[src/rtl/game_result_ctrl.sv]
// Round controller: start/play/over FSM with catch detection, cheese counting and a
// registered game-result code. Optional auto-restart from OVER: GAME_RESULT_AUTORESTART_EN.
module game_result_ctrl #(
    parameter int GAME_FRAMES  = 3600,
    parameter int CHEESE_WIN   = 5,
    parameter int CATCH_DIST   = 32,
    parameter int CATCH_FRAMES = 3,
    parameter int AUTO_FRAMES  = 300
) (
    input  logic        clk,
    input  logic        rst,
    input  logic        frame_tick,
    input  logic        start,
    input  logic        restart,
    input  logic        cheese_pulse,
    input  logic [11:0] tom_x,
    input  logic [11:0] tom_y,
    input  logic [11:0] jerry_x,
    input  logic [11:0] jerry_y,
    output logic [1:0]  over,
    output logic        playing,
    output logic [15:0] frames_left,
    output logic [7:0]  cheese_cnt
);

    generate
        if (GAME_FRAMES > 65535) begin : g_game_frames_too_wide
            $error("GAME_FRAMES must fit in the 16-bit frames_left counter");
        end
    endgenerate

    localparam logic [15:0] GAME_FRAMES_W  = 16'(GAME_FRAMES);
    localparam logic [7:0]  CHEESE_WIN_W   = 8'(CHEESE_WIN);
    localparam logic [12:0] CATCH_DIST_W   = 13'(CATCH_DIST);
    localparam logic [7:0]  CATCH_FRAMES_W = 8'(CATCH_FRAMES);

    localparam logic [1:0] OVER_NONE  = 2'b00;
    localparam logic [1:0] OVER_TOM   = 2'b10;
    localparam logic [1:0] OVER_JERRY = 2'b01;

    typedef enum logic [1:0] {
        ST_IDLE,
        ST_PLAY,
        ST_OVER
    } state_t;

    state_t      state_q, state_d;
    logic [1:0]  over_q, over_d;
    logic        playing_q, playing_d;
    logic [15:0] frames_left_q, frames_left_d;
    logic [7:0]  cheese_cnt_q, cheese_cnt_d;
    logic [7:0]  catch_cnt_q, catch_cnt_d;
    logic        restart_pend_q, restart_pend_d;
`ifdef GAME_RESULT_AUTORESTART_EN
    localparam logic [15:0] AUTO_FRAMES_W = 16'(AUTO_FRAMES);
    logic [15:0] auto_cnt_q, auto_cnt_d;
`endif

    // Larger-minus-smaller in 13 bits so the absolute distance never wraps.
    logic [12:0] dist_x, dist_y;
    logic        overlap;

    always_comb begin
        dist_x  = (tom_x >= jerry_x) ? ({1'b0, tom_x} - {1'b0, jerry_x})
                                     : ({1'b0, jerry_x} - {1'b0, tom_x});
        dist_y  = (tom_y >= jerry_y) ? ({1'b0, tom_y} - {1'b0, jerry_y})
                                     : ({1'b0, jerry_y} - {1'b0, tom_y});
        overlap = (dist_x < CATCH_DIST_W) && (dist_y < CATCH_DIST_W);
    end

    // NOTE: every signal gets its hold value first so no path through the case infers a latch.
    always_comb begin
        state_d        = state_q;
        over_d         = over_q;
        playing_d      = playing_q;
        frames_left_d  = frames_left_q;
        cheese_cnt_d   = cheese_cnt_q;
        catch_cnt_d    = catch_cnt_q;
        restart_pend_d = restart_pend_q;
`ifdef GAME_RESULT_AUTORESTART_EN
        auto_cnt_d     = auto_cnt_q;
`endif

        unique case (state_q)
            ST_IDLE: begin
                over_d = OVER_NONE;
                if (start) begin
                    state_d        = ST_PLAY;
                    playing_d      = 1'b1;
                    frames_left_d  = GAME_FRAMES_W;
                    cheese_cnt_d   = 8'd0;
                    catch_cnt_d    = 8'd0;
                    restart_pend_d = 1'b0;
                end
            end

            ST_PLAY: begin
                if (cheese_pulse && (cheese_cnt_q != 8'hFF)) begin
                    cheese_cnt_d = cheese_cnt_q + 8'd1;
                end
                if (frame_tick) begin
                    if (!overlap) begin
                        catch_cnt_d = 8'd0;
                    end else if (catch_cnt_q != 8'hFF) begin
                        catch_cnt_d = catch_cnt_q + 8'd1;
                    end
                    if (frames_left_q != 16'd0) begin
                        frames_left_d = frames_left_q - 16'd1;
                    end

                    // Tom's catch outranks Jerry's cheese; timeout is the fallback.
                    if (catch_cnt_d >= CATCH_FRAMES_W) begin
                        over_d = OVER_TOM;
                    end else if (cheese_cnt_d >= CHEESE_WIN_W) begin
                        over_d = OVER_JERRY;
                    end else if (frames_left_d == 16'd0) begin
                        over_d = OVER_TOM;
                    end

                    if (over_d != OVER_NONE) begin
                        state_d        = ST_OVER;
                        playing_d      = 1'b0;
                        restart_pend_d = 1'b0;
`ifdef GAME_RESULT_AUTORESTART_EN
                        auto_cnt_d     = 16'd0;
`endif
                    end
                end
            end

            ST_OVER: begin
                if (restart) begin
                    restart_pend_d = 1'b1;
                end
                // The visible clear waits for a frame_tick so it lands in blanking.
                if (frame_tick) begin
                    if (restart_pend_q) begin
                        state_d        = ST_IDLE;
                        over_d         = OVER_NONE;
                        restart_pend_d = 1'b0;
                    end
`ifdef GAME_RESULT_AUTORESTART_EN
                    else if (auto_cnt_q != AUTO_FRAMES_W) begin
                        auto_cnt_d = auto_cnt_q + 16'd1;
                        if (auto_cnt_d == AUTO_FRAMES_W) begin
                            restart_pend_d = 1'b1;
                        end
                    end
`endif
                end
            end

            default: begin
                state_d   = ST_IDLE;
                over_d    = OVER_NONE;
                playing_d = 1'b0;
            end
        endcase
    end

    // NOTE: sequential state uses non-blocking assignments so all flops update from pre-edge values.
    always_ff @(posedge clk) begin
        if (rst) begin
            state_q        <= ST_IDLE;
            over_q         <= OVER_NONE;
            playing_q      <= 1'b0;
            frames_left_q  <= GAME_FRAMES_W;
            cheese_cnt_q   <= 8'd0;
            catch_cnt_q    <= 8'd0;
            restart_pend_q <= 1'b0;
`ifdef GAME_RESULT_AUTORESTART_EN
            auto_cnt_q     <= 16'd0;
`endif
        end else begin
            state_q        <= state_d;
            over_q         <= over_d;
            playing_q      <= playing_d;
            frames_left_q  <= frames_left_d;
            cheese_cnt_q   <= cheese_cnt_d;
            catch_cnt_q    <= catch_cnt_d;
            restart_pend_q <= restart_pend_d;
`ifdef GAME_RESULT_AUTORESTART_EN
            auto_cnt_q     <= auto_cnt_d;
`endif
        end
    end

    assign over        = over_q;
    assign playing     = playing_q;
    assign frames_left = frames_left_q;
    assign cheese_cnt  = cheese_cnt_q;

endmodule
[config.mk]
export PLATFORM = sky130hd
export DESIGN_NAME = game_result_ctrl
export DESIGN_NICKNAME = d
export VERILOG_FILES = /design/src/rtl/game_result_ctrl.sv
export SDC_FILE = /design/constraint.sdc
export NUM_CORES = 1
export LEC_CHECK = 0
export BUFFER_PORTS_ARGS = -buffer_cell sky130_fd_sc_hd__buf_2
export CAP_MARGIN = 5
export CELL_PAD_IN_SITES_DETAIL_PLACEMENT = 0
export CELL_PAD_IN_SITES_GLOBAL_PLACEMENT = 1
export CORE_UTILIZATION = 46
export CTS_BUF_LIST = sky130_fd_sc_hd__clkbuf_4 sky130_fd_sc_hd__clkbuf_8
export DETAILED_ROUTE_END_ITERATION = 16
export HOLD_SLACK_MARGIN = 0.05
export PLACE_DENSITY = 0.91
export SYNTH_ARGS = -nofsm -noshare
export SYNTH_HDL_FRONTEND = slang
export SYNTH_SLANG_ARGS = --single-unit
[constraint.sdc]
create_clock -name clk -period 6.5 [get_ports clk]
set_clock_uncertainty 0.15 [all_clocks]
set_input_delay 1.3 -clock clk [delete_from_list [all_inputs] [get_ports clk]]
set_output_delay 1.3 -clock clk [all_outputs]
set_load 0.05 [all_outputs]
# Yosys cells after proc, flatten, opt, wreduce, memory -nomap -nowiden
# Index checks and enable logic that the tools add are counted.
# word_totals
ff_bits	38
input_bits	54
word_cells	84
# classes
reduce_logical	14
n_mux	40
n_eq_ne	9
order_cmp	6
add_sub_neg	7
bitwise	1
# ops
cell	n
$mux 16	5
$mux 8	8
$sub 12x12->13	4
$pmux 16 s2	1
$pmux 8 s2	2
$lt 13x6->1 const B	2
$mux 13	2
$ge 12x12->1	2
$mux 2	11
$add 8x1->8 const B	2
$logic_not 16->1	1
$ne 8x8->1 const B	2
$reduce_bool 16->1	1
$sub 16x1->16 const B	1
$ne 2x2->1 const B	5
$ge 8x2->1 const B	1
$ge 8x3->1 const B	1
$reduce_and 4->1	2
$mux 1	7
$pmux 1 s3	2
$pmux 2 s3	1
$reduce_and 3->1	2
$reduce_and 5->1	1
$pmux 2 s2	1
other kinds (8)	10

# Longest topological paths before layout
# Gate-level depths: netlist (run 1).
# depth
depth_word	15
mapped_depth	13
depth_no_buf	11

# Worst setup path after synthesis (run 1)
# No wires, ideal clock.
# synth_path
path_type	input to register
startpoint	input tom_x[8]
endpoint	register state_q[0]
arrival_ns	3.931
path_buffers	1
slack_ns	2.298
stages	12
t_required_ns	6.229
setup_ns	0.121
cell_sequence	inv_1 > ha_1 > buf_6 > a21oi_2 > o21ai_1 > a2111o_1 > a31oi_2 > and4_1 > a32oi_1 > a2111oi_4 > a22o_1 > mux2_4
# synth_via
elab_chain_cells	14
# synth_lines
item	line_no	rtl
from (decl)	16	input logic [11:0] tom_x,
$sub 12x12->13 (tied with other cells)	65	: ({1'b0, jerry_x} - {1'b0, tom_x});
$mux 13 (*)	64	dist_x = (tom_x >= jerry_x) ? ({1'b0, tom_x} - {1'b0, jerry_x})
$lt 13x6->1 (*)	68	overlap = (dist_x < CATCH_DIST_W) && (dist_y < CATCH_DIST_W);
$logic_and 1x1->1 (*)	68	
$mux 8 (*)	102	if (!overlap) begin
$mux 8 (*)	101	if (frame_tick) begin
$mux 8 (*)	84	unique case (state_q)
$ge 8x2->1 (*)	112	if (catch_cnt_d >= CATCH_FRAMES_W) begin
$mux 2 (*)	112	
$mux 2 (*)	101	
$mux 2 (*)	84	
$reduce_bool 2->1 (*)	120	if (over_d != OVER_NONE) begin
$ne 2x2->1 (no line) (*)	n/a	
$reduce_and 5->1 (no line) (*)	n/a	
to (signal assigned)	175	state_q <= state_d;
to (decl)	47	state_t state_q, state_d;
# Mark *: on every way between the ends. The rest lies on a longest branch, timed or not. The select of a mux whose other input is x is not followed.
# A chain may end at the register's enable or synchronous reset.

# Worst setup path after layout (run 1)
# layout_path
startpoint	input tom_y[6]
endpoint	register state_q[0]
# layout_via
elab_chain_cells	14
# layout_lines
item	line_no	rtl
from (decl)	17	input logic [11:0] tom_y,
$sub 12x12->13 (tied with other cells)	67	: ({1'b0, jerry_y} - {1'b0, tom_y});
$mux 13 (*)	66	dist_y = (tom_y >= jerry_y) ? ({1'b0, tom_y} - {1'b0, jerry_y})
$lt 13x6->1 (*)	68	
$logic_and 1x1->1 (*)	68	
$mux 8 (*)	102	
$mux 8 (*)	101	
$mux 8 (*)	84	
$ge 8x2->1 (*)	112	
$mux 2 (*)	112	
$mux 2 (*)	101	
$mux 2 (*)	84	
$reduce_bool 2->1 (*)	120	
$ne 2x2->1 (no line) (*)	n/a	
$reduce_and 5->1 (no line) (*)	n/a	
# Marked as above.

==> results of run 1 <==
==> state kept, by name, indices dropped and copies added (netlist names) <==
name            cells
over                2
catch_cnt_q         8
frames_left        16
cheese_cnt          8
playing             1
state_q             2
restart_pend_q      1
==> critical path: stages <==
cell and delay, ns:
buf_2 0.09, inv_1 0.04, ha_1 0.43, a21o_1 0.26, a21oi_1 0.25, nor4bb_1 0.31, nor4_1 0.08, o41a_1 0.40
o32a_1 0.23, a2111oi_4 0.78, a22o_1 0.29, mux2_4 0.30
==> power breakdown <==
part | switching, W | internal, W | leakage (nW)
Clock | 0.0000905 | 0.000164 | 0.0714
Sequential | 0.0000357 | 0.000250 | 0.307
Combinational | 0.000310 | 0.000176 | 1.97
==> metrics by stage <==
stage	power, W	hold slack [ns]	instances	instance area [um2]
2_1_floorplan	0.000656	0.341	665	4780
3_3_place_gp	0.000763	0.362	845	5190
3_5_place_dp	0.000773	0.370	845	5190
4_1_cts	0.00103	0.383	853	5330
5_1_grt	0.00110	0.415	853	5330
6_report	0.00103	0.383	853	5330
==> worst min path at each step <==
stage	slack [ns]	end
5_1_grt	0.42	catch_cnt_q[1]$_SDFFE_PP0P_
4_1_cts	0.38	catch_cnt_q[1]$_SDFFE_PP0P_
2_1_floorplan	0.34	catch_cnt_q[1]$_SDFFE_PP0P_
3_5_place_dp	0.37	catch_cnt_q[1]$_SDFFE_PP0P_
6_report	0.38	catch_cnt_q[1]$_SDFFE_PP0P_
3_3_place_gp	0.36	catch_cnt_q[1]$_SDFFE_PP0P_
==> metal layers <==
metal  share of wire [%]  global-route usage (%)  vias to the layer above  routed length (um)
li1                    -                       -                     2540                   -
met1                  47                    29.1                     2328                5660
met5                   0                       0                        -                   0
met3                 4.1                    2.57                        7                 492
met4                0.48                    3.88                        0                  58
met2                  48                    37.9                      114                5760
==> final cells by class <==
| cell class | instances | area [um2] | area share (%) |
|---|---|---|---|
| timing repair buffer | 81 | 408 | 7.65 |
| inverter | 61 | 229 | 4.29 |
| multi-input combinational | 532 | 3630 | 68.0 |
| clock inverter | 2 | 60.1 | 1.13 |
| clock buffer | 6 | 82.6 | 1.55 |
| sequential | 38 | 761 | 14.3 |
| tap | 133 | 166 | 3.12 |
==> Yosys cell counts (10+ instances only) <==
| master | number | area [um2] |
|---|---|---|
| a21o_1 | 14 | 105 |
| a21oi_1 | 62 | 310 |
| a31oi_1 | 13 | 81.3 |
| buf_2 | 10 | 50.1 |
| clkbuf_1 | 19 | 71.3 |
| dfxtp_1 | 38 | 761 |
| ha_1 | 52 | 651 |
| inv_1 | 61 | 229 |
| nand2_1 | 39 | 146 |
| nand2b_1 | 18 | 113 |
| nand3_1 | 19 | 95.1 |
| nand4_1 | 11 | 68.8 |
| nor2_1 | 65 | 244 |
| nor3_1 | 22 | 110 |
| nor4_1 | 10 | 62.6 |
| o211ai_1 | 11 | 82.6 |
| o21ai_0 | 33 | 165 |
==> cells by family (layout without fill, tap and decap cells) <==
group	after synthesis	count (layout)	synth area share, %
AO/OA/AOI/OAI	212	212	30.3
XOR/XNOR	16	16	2.93
adder cells (fa/ha/maj)	52	52	13.6
buffers and inverters	95	150	8.15
flip-flops	38	38	15.9
multiplexers	9	9	2.07
AND/OR/NAND/NOR	243	243	27.1
==> impl_metrics.tcl, run 1 <==
set metrics [dict create \
    run_status "completed" \
    powerDensity_nw_per_um2 192 \
    dr.pass1.iters 5 \
    clk_latency_ns 0.29 \
    grt_use_total_pct 21.8 \
    cts_tree "yes" \
    route.detailed.drc 0 \
    crit_path_end_kind "register" \
    max_freq_mhz 212 \
    startpoint "tom_y[6]" \
    routedWlPerCell_um 14.0 \
    setup_ws_ns 1.77 \
    cts_buffers 5 \
    antenna_cells 0 \
    cp.arrival_ns 4.77 \
    clk_path_buf_depth 2 \
    die_width_um 104 \
    grt_max_degree 46 \
    dp_slack_ns 1.51 \
    crit_type "primary input to register" \
    async_flop_share_pct 0 \
    syn_to_final_growth_pct 11.7 \
    cts.repair.resized 0 \
    fillers 1030 \
    vdd_drop_max_uv 128 \
    crit_path_start_kind "primary input" \
    grt_overflow 0 \
    postRouteAntennaNets 0 \
    finalCritPeriodShare_pct 72.7 \
    endpoint "state_q[0]$_SDFFE_PP0P_" \
    layout.cells.most_common "buf_2" \
    cts.sinks 38 \
    setup_viol 0 \
    dieArea_um2 10800 \
    cts_setup_buffers 0 \
    drv_cap 0 \
    ys_ff_latch 38 \
    fin_tns_setup_ns 0 \
    grt_pass1_vias 4506 \
    num_vias 4989 \
    power_leakage_nw 2.34 \
    grt_pass1_wl_um 20300 \
    antenna_found_initial 0 \
    rows 36 \
    final_net_count 825 \
    min_period_ns 4.73 \
    synth_edf_count 0 \
    initialDrtViolationCount 332 \
    regToRegEndpoint "state_q[0]$_SDFFE_PP0P_" \
    hold_depth 2 \
    finish.utilization_pct 53.8 \
    final_cell_mix "buf_2, nor2_1, a21oi_1" \
    ios 81 \
    ctsHoldBuffers 0 \
    netlist_area_um2 4780 \
    drt_wl_total_um 12000 \
    coreArea_um2 9910 \
    die_y_um 104 \
    globalplace.congestion 0.947 \
    rsz0062_at_grt "false" \
    htreeDepth 2 \
    r2r_setup_slack_ns 3.14 \
    hp-start "catch_cnt_q[1]$_SDFFE_PP0P_" \
    drive_gt1_share_pct 15.3 \
    ys_seq_area_share_pct 15.9 \
    start_util_pct 48.2 \
    synth_flop_cell "dfxtp_1" \
    via_per_inst 5.85 \
    worst-slew-pin-transition_ns 1.04 \
    ys_types 80 \
    finalHoldViolCount 0 \
    slew_violations 0 \
    syn_nets 771 \
    critPathMaxFanout 18 \
    path_clk_slew_ns 0.08 \
    r2r_cells 9 \
    clockRootBuffer "clkbuf_8" \
    detailed_place_hpwl_um 9050 \
    ys_warn_count 0 \
    synthCells 665 \
    synth_area_per_cell_um2 7.18 \
    rr_startpoint "cheese_cnt[0]$_SDFFE_PP0P_" \
    worst_ep_required_time_ns 6.54 \
    slew_headroom_pct 30.8 \
    numPortBuffers 80 \
    min-delay-path-class "register to register" \
]
Note: power is estimated with default switching activity, not from simulation.
==> inputs of run 2 (changes only) <==
--- a/config.mk
+++ b/config.mk
@@ -9,11 +9,11 @@
 export CAP_MARGIN = 5
 export CELL_PAD_IN_SITES_DETAIL_PLACEMENT = 0
 export CELL_PAD_IN_SITES_GLOBAL_PLACEMENT = 1
-export CORE_UTILIZATION = 46
+export CORE_UTILIZATION = 38
 export CTS_BUF_LIST = sky130_fd_sc_hd__clkbuf_4 sky130_fd_sc_hd__clkbuf_8
 export DETAILED_ROUTE_END_ITERATION = 16
 export HOLD_SLACK_MARGIN = 0.05
-export PLACE_DENSITY = 0.91
+export PLACE_DENSITY = 0.81
 export SYNTH_ARGS = -nofsm -noshare
 export SYNTH_HDL_FRONTEND = slang
 export SYNTH_SLANG_ARGS = --single-unit
==> constraint.sdc (replaced) <==
create_clock -name clk -period 3.9 [get_ports clk]
set_clock_uncertainty 0.15 [all_clocks]
set_input_delay 0.78 -clock clk [delete_from_list [all_inputs] [get_ports clk]]
set_output_delay 0.78 -clock clk [all_outputs]
set_load 0.05 [all_outputs]
==> run 2 against run 1 <==
Against the previous run:
- critical endpoint is now catch_cnt_q[2]$_SDFFE_PP0P_
- flip-flop and latch count stayed put
- cell count is 6.7% higher
- combinational power is 73% higher
- core utilization is 8.3 points lower
- die area is 21% higher
- wire length is 4.9% higher
- count of clock-buffer cells in the layout is 1 higher
- design area is 3.3% higher
==> impl_metrics.tcl, run 2 (synthesized netlist as in run 1, its figures left out) <==
set metrics [dict create \
    drive_gt1_share_pct 17.9 \
    min-delay-path-class "register to register" \
    route.detailed.drc 0 \
    num_vias 5088 \
    initialDrtViolationCount 264 \
    grt_pass1_wl_um 21200 \
    cts_tree "yes" \
    clk_path_buf_depth 2 \
    finalCritPeriodShare_pct 93.0 \
    largest_reg_flops 16 \
    run_status "completed" \
    grt_max_degree 46 \
    drv_cap 0 \
    cts.sinks 38 \
    path_cells "buf_2, inv_1, ha_1, a21oi_1, o21ai_1, or3_1, a221oi_1, and4b_1, a21oi_1, a2111oi_4, buf_4, buf_12, a31oi_1, nor4_2" \
    finalInstanceArea_um2 5510 \
    rows 40 \
    path_clk_slew_ns 0.08 \
    via_per_inst 5.59 \
    min_period_ns 3.63 \
    grt_overflow 0 \
    routedWlPerCell_um 13.8 \
    crit_path_end_kind "register" \
    vdd_drop_max_uv 128 \
    dr.pass1.iters 5 \
    die_y_um 114 \
    dp_slack_ns -0.0365 \
    grt_pass1_vias 4702 \
    slew_headroom_pct 28.7 \
    numPortBuffers 80 \
    globalplace.congestion 0.882 \
    dieArea_um2 13000 \
    slew_violations 0 \
    drt_wl_total_um 12600 \
    combPwrFrac_pct 52.2 \
    setup_ws_ns 0.273 \
    powerDensity_nw_per_um2 292 \
    ios 81 \
    dpl_cell_area_um2 5410 \
    syn_to_final_growth_pct 15.3 \
    critical_path.most_common_cell "a21oi_1" \
    max_freq_mhz 276 \
    power_leakage_nw 2.43 \
    final_cell_mix "buf_2, nor2_1, a21oi_1" \
    clk_latency_ns 0.29 \
    postRouteAntennaNets 0 \
    grt_use_total_pct 19.3 \
    clockRootBuffer "clkbuf_8" \
    hold_depth 1 \
    die_width_um 114 \
    final_net_count 847 \
    worst-slew-pin-transition_ns 1.07 \
    start_util_pct 39.4 \
    cts_buffers 5 \
    p_clk_share_pct 18.2 \
    internal_power_w 0.000883 \
    max_stage_delay_ns 0.38 \
    detailed_place_hpwl_um 9890 \
    layout.cells.most_common "buf_2" \
    pwr-share-seq_pct 29.6 \
    netSwitchingFraction_pct 45.1 \
    antenna_cells 0 \
    cp.arrival_ns 3.68 \
    coreArea_um2 12100 \
    r2r_setup_slack_ns 0.44 \
    setup_viol 0 \
    p_sw_w 0.000726 \
    critPathMaxFanout 11 \
    crit_type "primary input to register" \
    slowest_stage "a221oi_1" \
    crit_path_start_kind "primary input" \
    r2r_cells 9 \
    worst_ep_required_time_ns 3.96 \
    ctsHoldBuffers 0 \
    htreeDepth 2 \
    antenna_found_initial 0 \
    rsz0062_at_grt "false" \
    finalHoldViolCount 0 \
    fillers 1266 \
    finish.utilization_pct 45.5 \
]
-- run 2: changes by cell type in the layout (fill, tap and decap cells not counted) --
cell       change
buf_4         +21
ha_2           +1
clkbuf_4       +1
ha_1           -1
buf_12         +1
bufinv_16      -2
clkinv_2       +1
-- run 2: what timing repair did --
action | CTS | global route
setup endpoints to repair | 0 | 1
setup buffers | 0 | 0
resized for setup | 0 | 1
-- run 2: area by class of cell --
cell class              instances  area (um2)  area share (%)
repair buffers                103         586            10.6
multi-input cells             532        3630            65.9
well taps                     168         210            3.81
clock buffers                   7        90.1            1.63
clock inverters                 1        5.00          0.0908
inverters                      61         229            4.16
flip-flops and latches         38         761            13.8
-- run 2: layer usage --
| metal | track usage, % | routed length [um] | vias up |
|---|---|---|---|
| met4 | 3.55 | 74 | 0 |
| met1 | 25.5 | 5980 | 2368 |
| li1 | - | - | 2590 |
| met2 | 34.5 | 6060 | 123 |
| met3 | 1.59 | 447 | 7 |
| met5 | 0 | 0 | - |
-- run 2: worst paths after layout --
kind | startpoint | end
worst max-delay path | tom_x[6] | catch_cnt_q[2]$_SDFFE_PP0P_
worst min-delay path | frames_left[15]$_SDFFE_PP0P_ | frames_left[15]$_SDFFE_PP0P_
worst max register to register | cheese_cnt[0]$_SDFFE_PP0P_ | state_q[0]$_SDFFE_PP0P_
worst min register to register | frames_left[15]$_SDFFE_PP0P_ | frames_left[15]$_SDFFE_PP0P_
-- run 2: power groups by stage --
stage | clock [W] | combinational [W] | sequential, W
final | 0.000293 | 0.000840 | 0.000476
after detailed placement | 0 | 0.000835 | 0.000484
after global placement | 0 | 0.000823 | 0.000482
after floorplan | 0 | 0.000573 | 0.000521
after CTS | 0.000300 | 0.000839 | 0.000476
after global routing | 0.000320 | 0.000928 | 0.000485
-- run 2: worst max-delay path: cells and delay by family --
family / cells / cell delay [ns]
buffers and inverters: 4 / 0.48
AOI/OAI and AO/OA: 6 / 1.21
adders and majority gates: 1 / 0.33
and+or+nand+nor: 3 / 0.88
-- run 2: through the flow --
step	total power, W	instances	TNS (ns)	hold WS (ns)
detailed placement	0.00132	902	-0.0995	0.371
global placement	0.00131	902	0	0.365
floorplan	0.00109	665	0	0.341
CTS	0.00162	910	0	0.381
global route	0.00173	910	0	0.387
finish	0.00161	910	0	0.382
==> inputs of run 3 (changes only) <==
--- a/config.mk
+++ b/config.mk
@@ -12,8 +12,10 @@
 export CORE_UTILIZATION = 38
 export CTS_BUF_LIST = sky130_fd_sc_hd__clkbuf_4 sky130_fd_sc_hd__clkbuf_8
 export DETAILED_ROUTE_END_ITERATION = 16
+export GPL_TIMING_DRIVEN = 0
 export HOLD_SLACK_MARGIN = 0.05
 export PLACE_DENSITY = 0.81
+export REMOVE_ABC_BUFFERS = 1
 export SYNTH_ARGS = -nofsm -noshare
 export SYNTH_HDL_FRONTEND = slang
 export SYNTH_SLANG_ARGS = --single-unit
==> run 3 against run 2 <==
Against the previous run:
- design area shrank 2.2%
- flip-flop and latch count is the same
- critical endpoint is now state_q[0]$_SDFFE_PP0P_
- critical path type unchanged
- setup slack lost 0.22 ns
- combinational power shrank 2.7%
- clock power is essentially flat
- sequential power is essentially flat
==> impl_metrics.tcl, run 3 (synthesized netlist as in run 1, its figures left out) <==
set metrics [dict create \
    run_status "completed" \
    numPortBuffers 80 \
    slew_violations 0 \
    met2_usage_pct 31.5 \
    cp.arrival_ns 3.89 \
    critPathTopFamily "compound AO/OA/AOI/OAI gates" \
    coreArea_um2 12100 \
    ios 81 \
    regToRegEndpoint "state_q[0]$_SDFFE_PP0P_" \
    hold_depth 2 \
    dr.pass1.iters 4 \
    ctsHoldBuffers 0 \
    rows 40 \
    max_freq_mhz 260 \
    antenna_found_initial 0 \
    hp-start "over[1]$_SDFFE_PP0P_" \
    grt_use_total_pct 18.9 \
    clockRootBuffer "clkbuf_8" \
    final_net_count 829 \
    path_cells "buf_2, inv_1, ha_2, a21o_1, a21oi_2, nor4bb_1, nor4_1, o41a_1, o32a_1, a2111oi_4, buf_4, a22o_1, mux2_4" \
    crit_path_start_kind "primary input" \
    layout.cells.most_common "buf_2" \
    r2r_cells 9 \
    rr_startpoint "cheese_cnt[0]$_SDFFE_PP0P_" \
    rsz0062_at_grt "false" \
    die_y_um 114 \
    grt_pass1_wl_um 21000 \
    final-instance-count-excl-fill 892 \
    finalCritPeriodShare_pct 98.7 \
    drt_wl_total_um 12400 \
    num_vias 5042 \
    vdd_drop_max_uv 184 \
    critPathMaxFanout 13 \
    crit_type "primary input to register" \
    final_cell_mix "buf_2, nor2_1, inv_1" \
    largest_reg_flops 16 \
    initialDrtViolationCount 452 \
    grt_max_degree 46 \
    crit_path_end_kind "register" \
    slew_headroom_pct 28.7 \
    power_leakage_nw 2.35 \
    top_usage_layer "met2" \
    antenna_cells 0 \
    start_util_pct 39.4 \
    clk_path_buf_depth 2 \
    clk_latency_ns 0.30 \
    slowest_stage "o41a_1" \
    setup_viol 0 \
    min-delay-path-class "register to register" \
    report.power.total_w 0.00159 \
    grt_pass1_vias 4527 \
    finalHoldViolCount 0 \
    drive_gt1_share_pct 16.7 \
    cts_tree "yes" \
    max_stage_delay_ns 0.44 \
    via_per_inst 5.65 \
    cts_buffers 5 \
    use_met1_pct 27.2 \
    min_period_ns 3.85 \
    powerDensity_nw_per_um2 295 \
    met3_usage_pct 1.48 \
    grt_overflow 0 \
    drv_cap 0 \
    crit_buf_inv 3 \
    fin_tns_setup_ns 0 \
    finish.utilization_pct 44.5 \
    globalplace.congestion 0.873 \
    syn_to_final_growth_pct 12.8 \
    worst_ep_required_time_ns 3.94 \
    cts.sinks 38 \
    startpoint "tom_y[6]" \
    routedWlPerCell_um 14.0 \
    min_to "over[1]$_SDFFE_PP0P_" \
    r2r_setup_slack_ns 0.42 \
    worst-slew-pin-transition_ns 1.07 \
    htreeDepth 2 \
    postRouteAntennaNets 0 \
    route.detailed.drc 0 \
    path_clk_slew_ns 0.08 \
    dieArea_um2 13000 \
    detailed_place_hpwl_um 9350 \
    die_width_um 114 \
    dpl.cell_count 879 \
]
-- run 3: layout make-up --
| class | count | area [um2] |
|---|---|---|
| Sequential cell | 38 | 761 |
| Clock buffer | 7 | 90.1 |
| Multi-Input combinational cell | 532 | 3660 |
| Tap cell | 168 | 210 |
| Timing Repair Buffer | 85 | 438 |
| Inverter | 61 | 229 |
| Clock inverter | 1 | 5.00 |
| Fill cell | 1265 | 6720 |
-- run 3: how the worst max path moves through the flow --
stage / endpoint / slack, ns / cells past startpoint
after global routing: state_q[0]$_SDFFE_PP0P_ / 0.03 / 13
after global placement: state_q[0]$_SDFFE_PP0P_ / -0.72 / 12
final: state_q[0]$_SDFFE_PP0P_ / 0.05 / 13
after floorplan: state_q[0]$_SDFFE_PP0P_ / -0.06 / 11
after CTS: state_q[0]$_SDFFE_PP0P_ / 0.06 / 13
after detailed placement: state_q[0]$_SDFFE_PP0P_ / -0.73 / 12
-- run 3: tightest hold or removal path: cells and delay by family, from the launching register on --
family	cells	cell delay [ns]
flip-flops	1	0.34
AND/OR/NAND/NOR	1	0.09
AO/OA/AOI/OAI	1	0.06
-- run 3: layer usage --
layer / share of wire [%] / up-vias / routed length, um
met1: 50 / 2374 / 6210
met3: 3.2 / 5 / 396
li1: - / 2553 / -
met2: 47 / 110 / 5790
met4: 0.44 / 0 / 55
met5: 0 / - / 0
-- run 3: power by group --
group          switching [W]  internal [W]  total [W]
Combinational       0.000525      0.000292   0.000817
Sequential         0.0000606      0.000417   0.000477
Clock               0.000145      0.000150   0.000295
Total               0.000731      0.000859    0.00159
-- run 3: repair_timing --
action	4_1_cts	5_1_grt
setup buffers	5	0
endpoints found under the setup margin	14	7
resized for setup	1	5
pin swaps	1	0
endpoints found under the hold margin	0	0
-- run 3: per-stage QoR --
step	setup WS [ns]	instance area, um2	hold slack (ns)
after floorplan	-0.0646	4620	0.341
after global placement	-0.719	5230	0.363
after detailed placement	-0.734	5230	0.364
after CTS	0.0569	5370	0.380
after global routing	0.0291	5390	0.407
final	0.0500	5390	0.383
